[config.mk]
export PLATFORM = sky130hd
export DESIGN_NAME = exibe_sequencia_flat
export DESIGN_NICKNAME = d
export VERILOG_FILES = /design/src/rtl/exibe_sequencia_if.sv /design/src/rtl/exibe_sequencia.sv /design/src/flat_wrapper.sv
export SDC_FILE = /design/constraint.sdc
export NUM_CORES = 1
export LEC_CHECK = 0
export ABC_AREA = 1
export BUFFER_PORTS_ARGS = -buffer_cell sky130_fd_sc_hd__buf_2
export CAP_MARGIN = 20
export CORE_MARGIN = 3
export CORE_UTILIZATION = 50
export CTS_CLUSTER_SIZE = 30
export DETAILED_ROUTE_END_ITERATION = 16
export HOLD_SLACK_MARGIN = 0.1
export PLACE_DENSITY = 0.77
export SETUP_SLACK_MARGIN = 0.05
export SYNTH_ARGS = -nofsm -noshare
export SYNTH_HDL_FRONTEND = slang
export SYNTH_SLANG_ARGS = --single-unit
[constraint.sdc]
create_clock -name clock -period 1.43 [get_ports clock]
set_input_delay 0 -clock clock [delete_from_list [all_inputs] [get_ports clock]]
set_output_delay 0 -clock clock [all_outputs]
set_load 0.01 [all_outputs]
[src/rtl/exibe_sequencia_if.sv]
// -----------------------------------------------------------------------------
// exibe_sequencia_if
//   Connects the sequence presenter to the game's top-level unit and the ROM.
//   master : the top-level/ROM side. It drives the start request, the last
//            address and the ROM data, and it observes the presenter outputs.
//   slave  : the presenter (exibe_sequencia).
//   Signals:
//     iniciar   start request
//     limite    last ROM address to show (0..15)
//     mem_dado  ROM data, a combinational read of mem_addr
//     mem_addr  ROM address, registered in the presenter
//     leds      displayed value; 0000 when blank
//     ocupado   high whenever a sequence is in progress
//     fim       one-cycle end-of-sequence pulse
//     db_estado current state code for the debug display
// -----------------------------------------------------------------------------
interface exibe_sequencia_if;
    logic       iniciar;
    logic [3:0] limite;
    logic [3:0] mem_dado;
    logic [3:0] mem_addr;
    logic [3:0] leds;
    logic       ocupado;
    logic       fim;
    logic [3:0] db_estado;

    modport master (
        output iniciar, limite, mem_dado,
        input  mem_addr, leds, ocupado, fim, db_estado
    );

    modport slave (
        input  iniciar, limite, mem_dado,
        output mem_addr, leds, ocupado, fim, db_estado
    );
endinterface

[src/rtl/exibe_sequencia.sv]
// -----------------------------------------------------------------------------
// exibe_sequencia
//   Presenter side of the memory game. Walks the stored sequence from ROM
//   address 0 up to `limite`. Each entry is lit on the LEDs for T_ON cycles and
//   then blanked for T_OFF cycles. After the last entry, fim pulses for one cycle.
//   Ports:
//     clock  system clock, rising edge
//     reset  asynchronous, active-low
//     bus    exibe_sequencia_if.slave (iniciar, limite, mem_dado in;
//            mem_addr, leds, ocupado, fim, db_estado out)
//   Parameters:
//     T_ON    cycles each entry is lit, >= 1
//     T_OFF   cycles the LEDs stay blank after each entry, >= 1
//     TIMER_W timer width, 2**TIMER_W > max(T_ON, T_OFF)
// -----------------------------------------------------------------------------
module exibe_sequencia #(
    parameter int T_ON    = 25_000_000,
    parameter int T_OFF   = 12_500_000,
    parameter int TIMER_W = 26
) (
    input  logic              clock,
    input  logic              reset,
    exibe_sequencia_if.slave  bus
);

    // State codes double as the debug display value.
    localparam logic [3:0] S_INICIAL = 4'd0;
    localparam logic [3:0] S_CARREGA = 4'd1;
    localparam logic [3:0] S_MOSTRA  = 4'd2;
    localparam logic [3:0] S_APAGA   = 4'd3;
    localparam logic [3:0] S_PROXIMO = 4'd4;
    localparam logic [3:0] S_FIM     = 4'd5;

    localparam logic [TIMER_W-1:0] T_ON_LAST  = TIMER_W'(T_ON - 1);
    localparam logic [TIMER_W-1:0] T_OFF_LAST = TIMER_W'(T_OFF - 1);
    localparam logic [TIMER_W-1:0] TIMER_ONE  = TIMER_W'(1);

    logic [3:0]         state_q, state_d;
    logic [3:0]         addr_q,  addr_d;
    logic [3:0]         leds_q,  leds_d;
    logic [TIMER_W-1:0] timer_q, timer_d;

    // NOTE: every variable gets its hold value before the case statement, so
    // any path that does not assign it keeps it as a plain mux, not a latch.
    always_comb begin
        state_d = state_q;
        addr_d  = addr_q;
        leds_d  = leds_q;
        timer_d = timer_q;

        case (state_q)
            S_INICIAL: begin
                if (bus.iniciar) begin
                    state_d = S_CARREGA;
                    addr_d  = '0;
                    timer_d = '0;
                end
            end

            S_CARREGA: begin
                // mem_dado is captured only here, so later ROM changes do not
                // reach the LEDs.
                leds_d  = bus.mem_dado;
                timer_d = '0;
                state_d = S_MOSTRA;
            end

            S_MOSTRA: begin
                if (timer_q == T_ON_LAST) begin
                    leds_d  = '0;
                    timer_d = '0;
                    state_d = S_APAGA;
                end else begin
                    timer_d = timer_q + TIMER_ONE;
                end
            end

            S_APAGA: begin
                if (timer_q == T_OFF_LAST) begin
                    timer_d = '0;
                    // Equality compare against limite. Address 15 also ends
                    // the run, so a limite lowered below the current address
                    // runs to 15 without wrapping back to 0.
                    if (addr_q == bus.limite || addr_q == 4'hF) begin
                        state_d = S_FIM;
                    end else begin
                        state_d = S_PROXIMO;
                    end
                end else begin
                    timer_d = timer_q + TIMER_ONE;
                end
            end

            S_PROXIMO: begin
                addr_d  = addr_q + 4'd1;
                state_d = S_CARREGA;
            end

            S_FIM: begin
                // mem_addr keeps the last address shown until the next start.
                state_d = S_INICIAL;
            end

            default: begin
                state_d = S_INICIAL;
                leds_d  = '0;
                timer_d = '0;
            end
        endcase
    end

    // NOTE: sequential state uses non-blocking assignments so that every
    // register samples the pre-edge values, independent of statement order.
    always_ff @(posedge clock or negedge reset) begin
        if (!reset) begin
            state_q <= S_INICIAL;
            addr_q  <= '0;
            leds_q  <= '0;
            timer_q <= '0;
        end else begin
            state_q <= state_d;
            addr_q  <= addr_d;
            leds_q  <= leds_d;
            timer_q <= timer_d;
        end
    end

    // Moore outputs, decoded from the state register only.
    assign bus.mem_addr  = addr_q;
    assign bus.leds      = leds_q;
    assign bus.ocupado   = (state_q != S_INICIAL);
    assign bus.fim       = (state_q == S_FIM);
    assign bus.db_estado = state_q;

endmodule

[src/flat_wrapper.sv]
// flat-port wrapper written by rule: the top's interface ports become plain ports
module exibe_sequencia_flat 
#(
    parameter int T_ON    = 25_000_000,
    parameter int T_OFF   = 12_500_000,
    parameter int TIMER_W = 26
)
  (clock, reset, bus_iniciar, bus_limite, bus_mem_dado, bus_mem_addr, bus_leds, bus_ocupado, bus_fim, bus_db_estado);
  exibe_sequencia_if bus_i ();
  input  logic clock;
  input  logic reset;
  input wire logic [$bits(bus_i.iniciar)-1:0] bus_iniciar;
  input wire logic [$bits(bus_i.limite)-1:0] bus_limite;
  input wire logic [$bits(bus_i.mem_dado)-1:0] bus_mem_dado;
  output wire logic [$bits(bus_i.mem_addr)-1:0] bus_mem_addr;
  output wire logic [$bits(bus_i.leds)-1:0] bus_leds;
  output wire logic [$bits(bus_i.ocupado)-1:0] bus_ocupado;
  output wire logic [$bits(bus_i.fim)-1:0] bus_fim;
  output wire logic [$bits(bus_i.db_estado)-1:0] bus_db_estado;
  assign bus_i.iniciar = bus_iniciar;
  assign bus_i.limite = bus_limite;
  assign bus_i.mem_dado = bus_mem_dado;
  assign bus_mem_addr = bus_i.mem_addr;
  assign bus_leds = bus_i.leds;
  assign bus_ocupado = bus_i.ocupado;
  assign bus_fim = bus_i.fim;
  assign bus_db_estado = bus_i.db_estado;
  exibe_sequencia #(.T_ON(T_ON), .T_OFF(T_OFF), .TIMER_W(TIMER_W)) u_core (.clock(clock), .reset(reset), .bus(bus_i));
endmodule
==> impl_results.md <==
- Switch Pwr: 441 uW
- Internal power: 1.42 mW
- Final Worst Setup Slack: -0.167 ns
- Port-buffer cells: 23
- Diode count: 0
- Worst Skew: 0.00903 ns
- Slew Limit Fails: 0
- WP data arrival: 1.80 ns
- Final WL: 7130 um
- Startpoint type of the worst setup path: flip-flop
- Iter 0 DRT Violations: 221
- Tightest Hold Check Type: in2reg
- Top FF cell, synth: dfrtp_1
- Async S/R FF share, synth: 100%
- Antenna Nets Post-Route: 0
- Largest cells by area after synthesis: dfrtp_1 37%, nand2_1 18%, nor2_1 9.9%
- Top cell type's share of synthesized area: 36.8%
- Final net count: 498
- Vias in the first global route: 2713
- Cells after DPL: 537
- Post-synthesis register bit count: 37
- Cell Chain, Critical Path: nand2_1 -> nor2_1 -> nand2_1 -> nor2_1 -> nand2_2 -> nand2_4 -> nand3_4 -> buf_6 -> nand2_2 -> inv_2
- Gr usage total: 24.6%
- TritonCTS clock tree: built
- Via Count: 2835
- Share of post-route cells with drive strength above 1: 34.2%
- Seq/Total Area, Yosys: 36.8%
- Num Clock Sinks: 37
- Largest net degree at the start of global routing: 38
- DPL Wire Length: 5310 um
- CP top delay family: simple AND/OR/NAND/NOR gates
- CTS Buf Count: 5
- Mean Syn Cell Area: 6.62 sq um
- Initial antenna violation count: 0
- Final setup viols: 33
- Sequential Power Share: 56.7%
- Warnings, synthesis: 0
- Max clock buf depth: 2
- First-pass iteration count of the detailed router: 5
- Area Growth Syn to Fin: 41.4%
- Crit Path Max Fanout: 4
- Vias per std cell: 5.13
- Die footprint: 5920 sq um
- Crit end category: flip-flop
- Initial Util: 52.5%
- Worst-Skew Late Latency: 0.29 ns
- Post-route design area: 3560 sq um
- Comb power frac: 4.0%
- GRT overflow: 0
- WS Path Type: reg2reg
- Core area: 4790 sq um
- Post-synth top cells: 122 x nand2_1, 66 x nor2_1, 46 x inv_1
- GP Congestion: 0.912
- Worst hold slack: 0.144 ns
- Synth area leader: dfrtp_1
- Area after DPL: 3220 sq um
- Mapped Nets: 393
- Post-synth EDFFs: 0
- RSZ-0062 raised after global routing: true
- Cell count after synthesis: 380
- Wire per inst: 12.9 um
- Max-cap violation count: 0
- Final Critical Period: 1.60 ns
- Bufs and invs on worst path: 2
- First-pass GRT wire length: 11800 um
- Die width: 76.9 um
- Clock root buffer: clkbuf_8
- Worst reg-to-reg path cell count: 10
- Hold path depth: 5
- CP max stage cell: dfrtp_1
- VDD IR max: 0.000438 V
- Req. time, crit path: 1.63 ns
- Clk pwr share: 39.3%
- Max Clock Freq: 0.626 GHz
- Final period util: 112%
- Slowest Stage Delay on Critical Path: 0.41 ns
- Dpl ws: -0.297 ns
- Outcome: complete, but fails checks
- Die H: 76.9 um
- IO Pins: 25
- Leak: 1.81 nW
- Switching share of total power: 23.7%
- Mapped cell area: 2510 sq um
- Failing checks: negative setup slack
- Yosys cell types: 31
- Power per cell area: 523 nW/um^2
- # rows: 25
- Clock transition at path regs: 0.08 ns
- H-tree Lvls: 2
- Most common cell in the netlist: nand2_1
- Post-route DRC: 0
- Power consumption: 1.86 mW
- Cell depth of the worst setup path: 10
- Final hold viol count: 0
- Cell Count, Final, Fillers Out: 553
==> per-layer routing <==
layer,part of all wire (%),global-route usage (%),wire length (um)
met4,2.9,9.42,204
met2,48,43.0,3430
met5,0,0,0
met1,43,30.2,3060
met3,6.1,3.87,433
==> stage by stage <==
step	TNS (ns)	util [%]
after floorplan	-1.49	-
after global placement	-4.07	67.3
after detailed placement	-6.71	67.3
after CTS	-3.62	72.3
after global routing	-6.12	74.3
final	-3.66	74.3
==> final timing paths <==
kind / start / endpoint / slack (ns)
worst max-delay path: u_core.timer_q[19] / u_core.timer_q[16] / -0.17
worst min-delay path: bus_iniciar / u_core.bus.db_estado[1] / 0.14
worst max register to register: u_core.timer_q[19] / u_core.timer_q[16] / -0.17
worst min register to register: u_core.bus.leds[3] / u_core.bus.leds[3] / 0.50
max in group asynchronous: reset / u_core.bus.db_estado[1] / 0.78
min in group asynchronous: reset / u_core.bus.leds[2] / 0.29
==> power groups by stage <==
stage | Sequential [mW] | Combinational [mW] | Clock [mW]
2_1_floorplan | 1.08 | 0.0162 | 0
3_3_place_gp | 1.07 | 0.0616 | 0
3_5_place_dp | 1.07 | 0.0631 | 0
4_1_cts | 1.05 | 0.0739 | 0.746
5_1_grt | 1.06 | 0.0851 | 0.786
6_report | 1.06 | 0.0747 | 0.730
==> logic make-up after synthesis <==
family / count (synthesis) / share of synthesized area [%]
AOI/OAI and AO/OA: 18 / 4.48
and+or+nand+nor: 260 / 45.6
other: 1 / 0.149
buffers and inverters: 51 / 8.11
DFF: 37 / 36.8
adders and majority gates: 2 / 0.995
xor gates and xnor gates: 11 / 3.83
==> what timing repair did <==
item,4_1_cts,5_1_grt
setup buffers,2,3
pin swaps,14,13
gates resized for setup,29,33
hold buffers,5,0
endpoints found under the setup margin,33,34
endpoints found under the hold margin,41,0
==> state kept, by name, indices dropped and copies added, names as in the netlist <==
| register | count |
|---|---|
| u_core.bus.mem_addr | 4 |
| u_core.timer_q | 26 |
| u_core.bus.db_estado | 3 |
| u_core.bus.leds | 4 |
==> cells in the final DEF, fill, tap and decap left out, types with 2 or more instances in the layout <==
cell           synthesis  routed
dlygate4sd3_1          0       5
nor2_4                 4       8
clkbuf_8               0       5
nor2_2                 3      11
a21o_1                 3       3
dfrtp_2                0       3
and2_1                 5       4
buf_4                  1      69
clkinv_2               0       2
a21oi_1                2       2
inv_1                 46      38
dfrtp_1               37      34
nand2_1              122     107
nand2_2                5      15
nor2_1                66      54
o21ai_0                7       6
inv_2                  2       8
nor3_1                12      11
xor2_1                10       9
nand4_1               12      12
buf_6                  1       4
nand2_4                1       6
nand3_1               27      26
buf_2                  1      23
==> worst reg2reg max path: cells and delay by family, from the launching register on <==
kind,cells,cell delay (ns)
simple gates,8,0.92
buf+inv,2,0.19
flops,1,0.41
==> layout make-up <==
cell class                      count  area (sq um)
Multi-Input combinational cell    292          1540
Timing Repair Buffer              101           728
Clock buffer                        5          68.8
Inverter                           48           188
Sequential cell                    37           930
Clock inverter                      3          17.5
Fill cell                         362          1230
Tap cell                           67          83.8
Note: power is estimated with default switching activity, not from simulation.
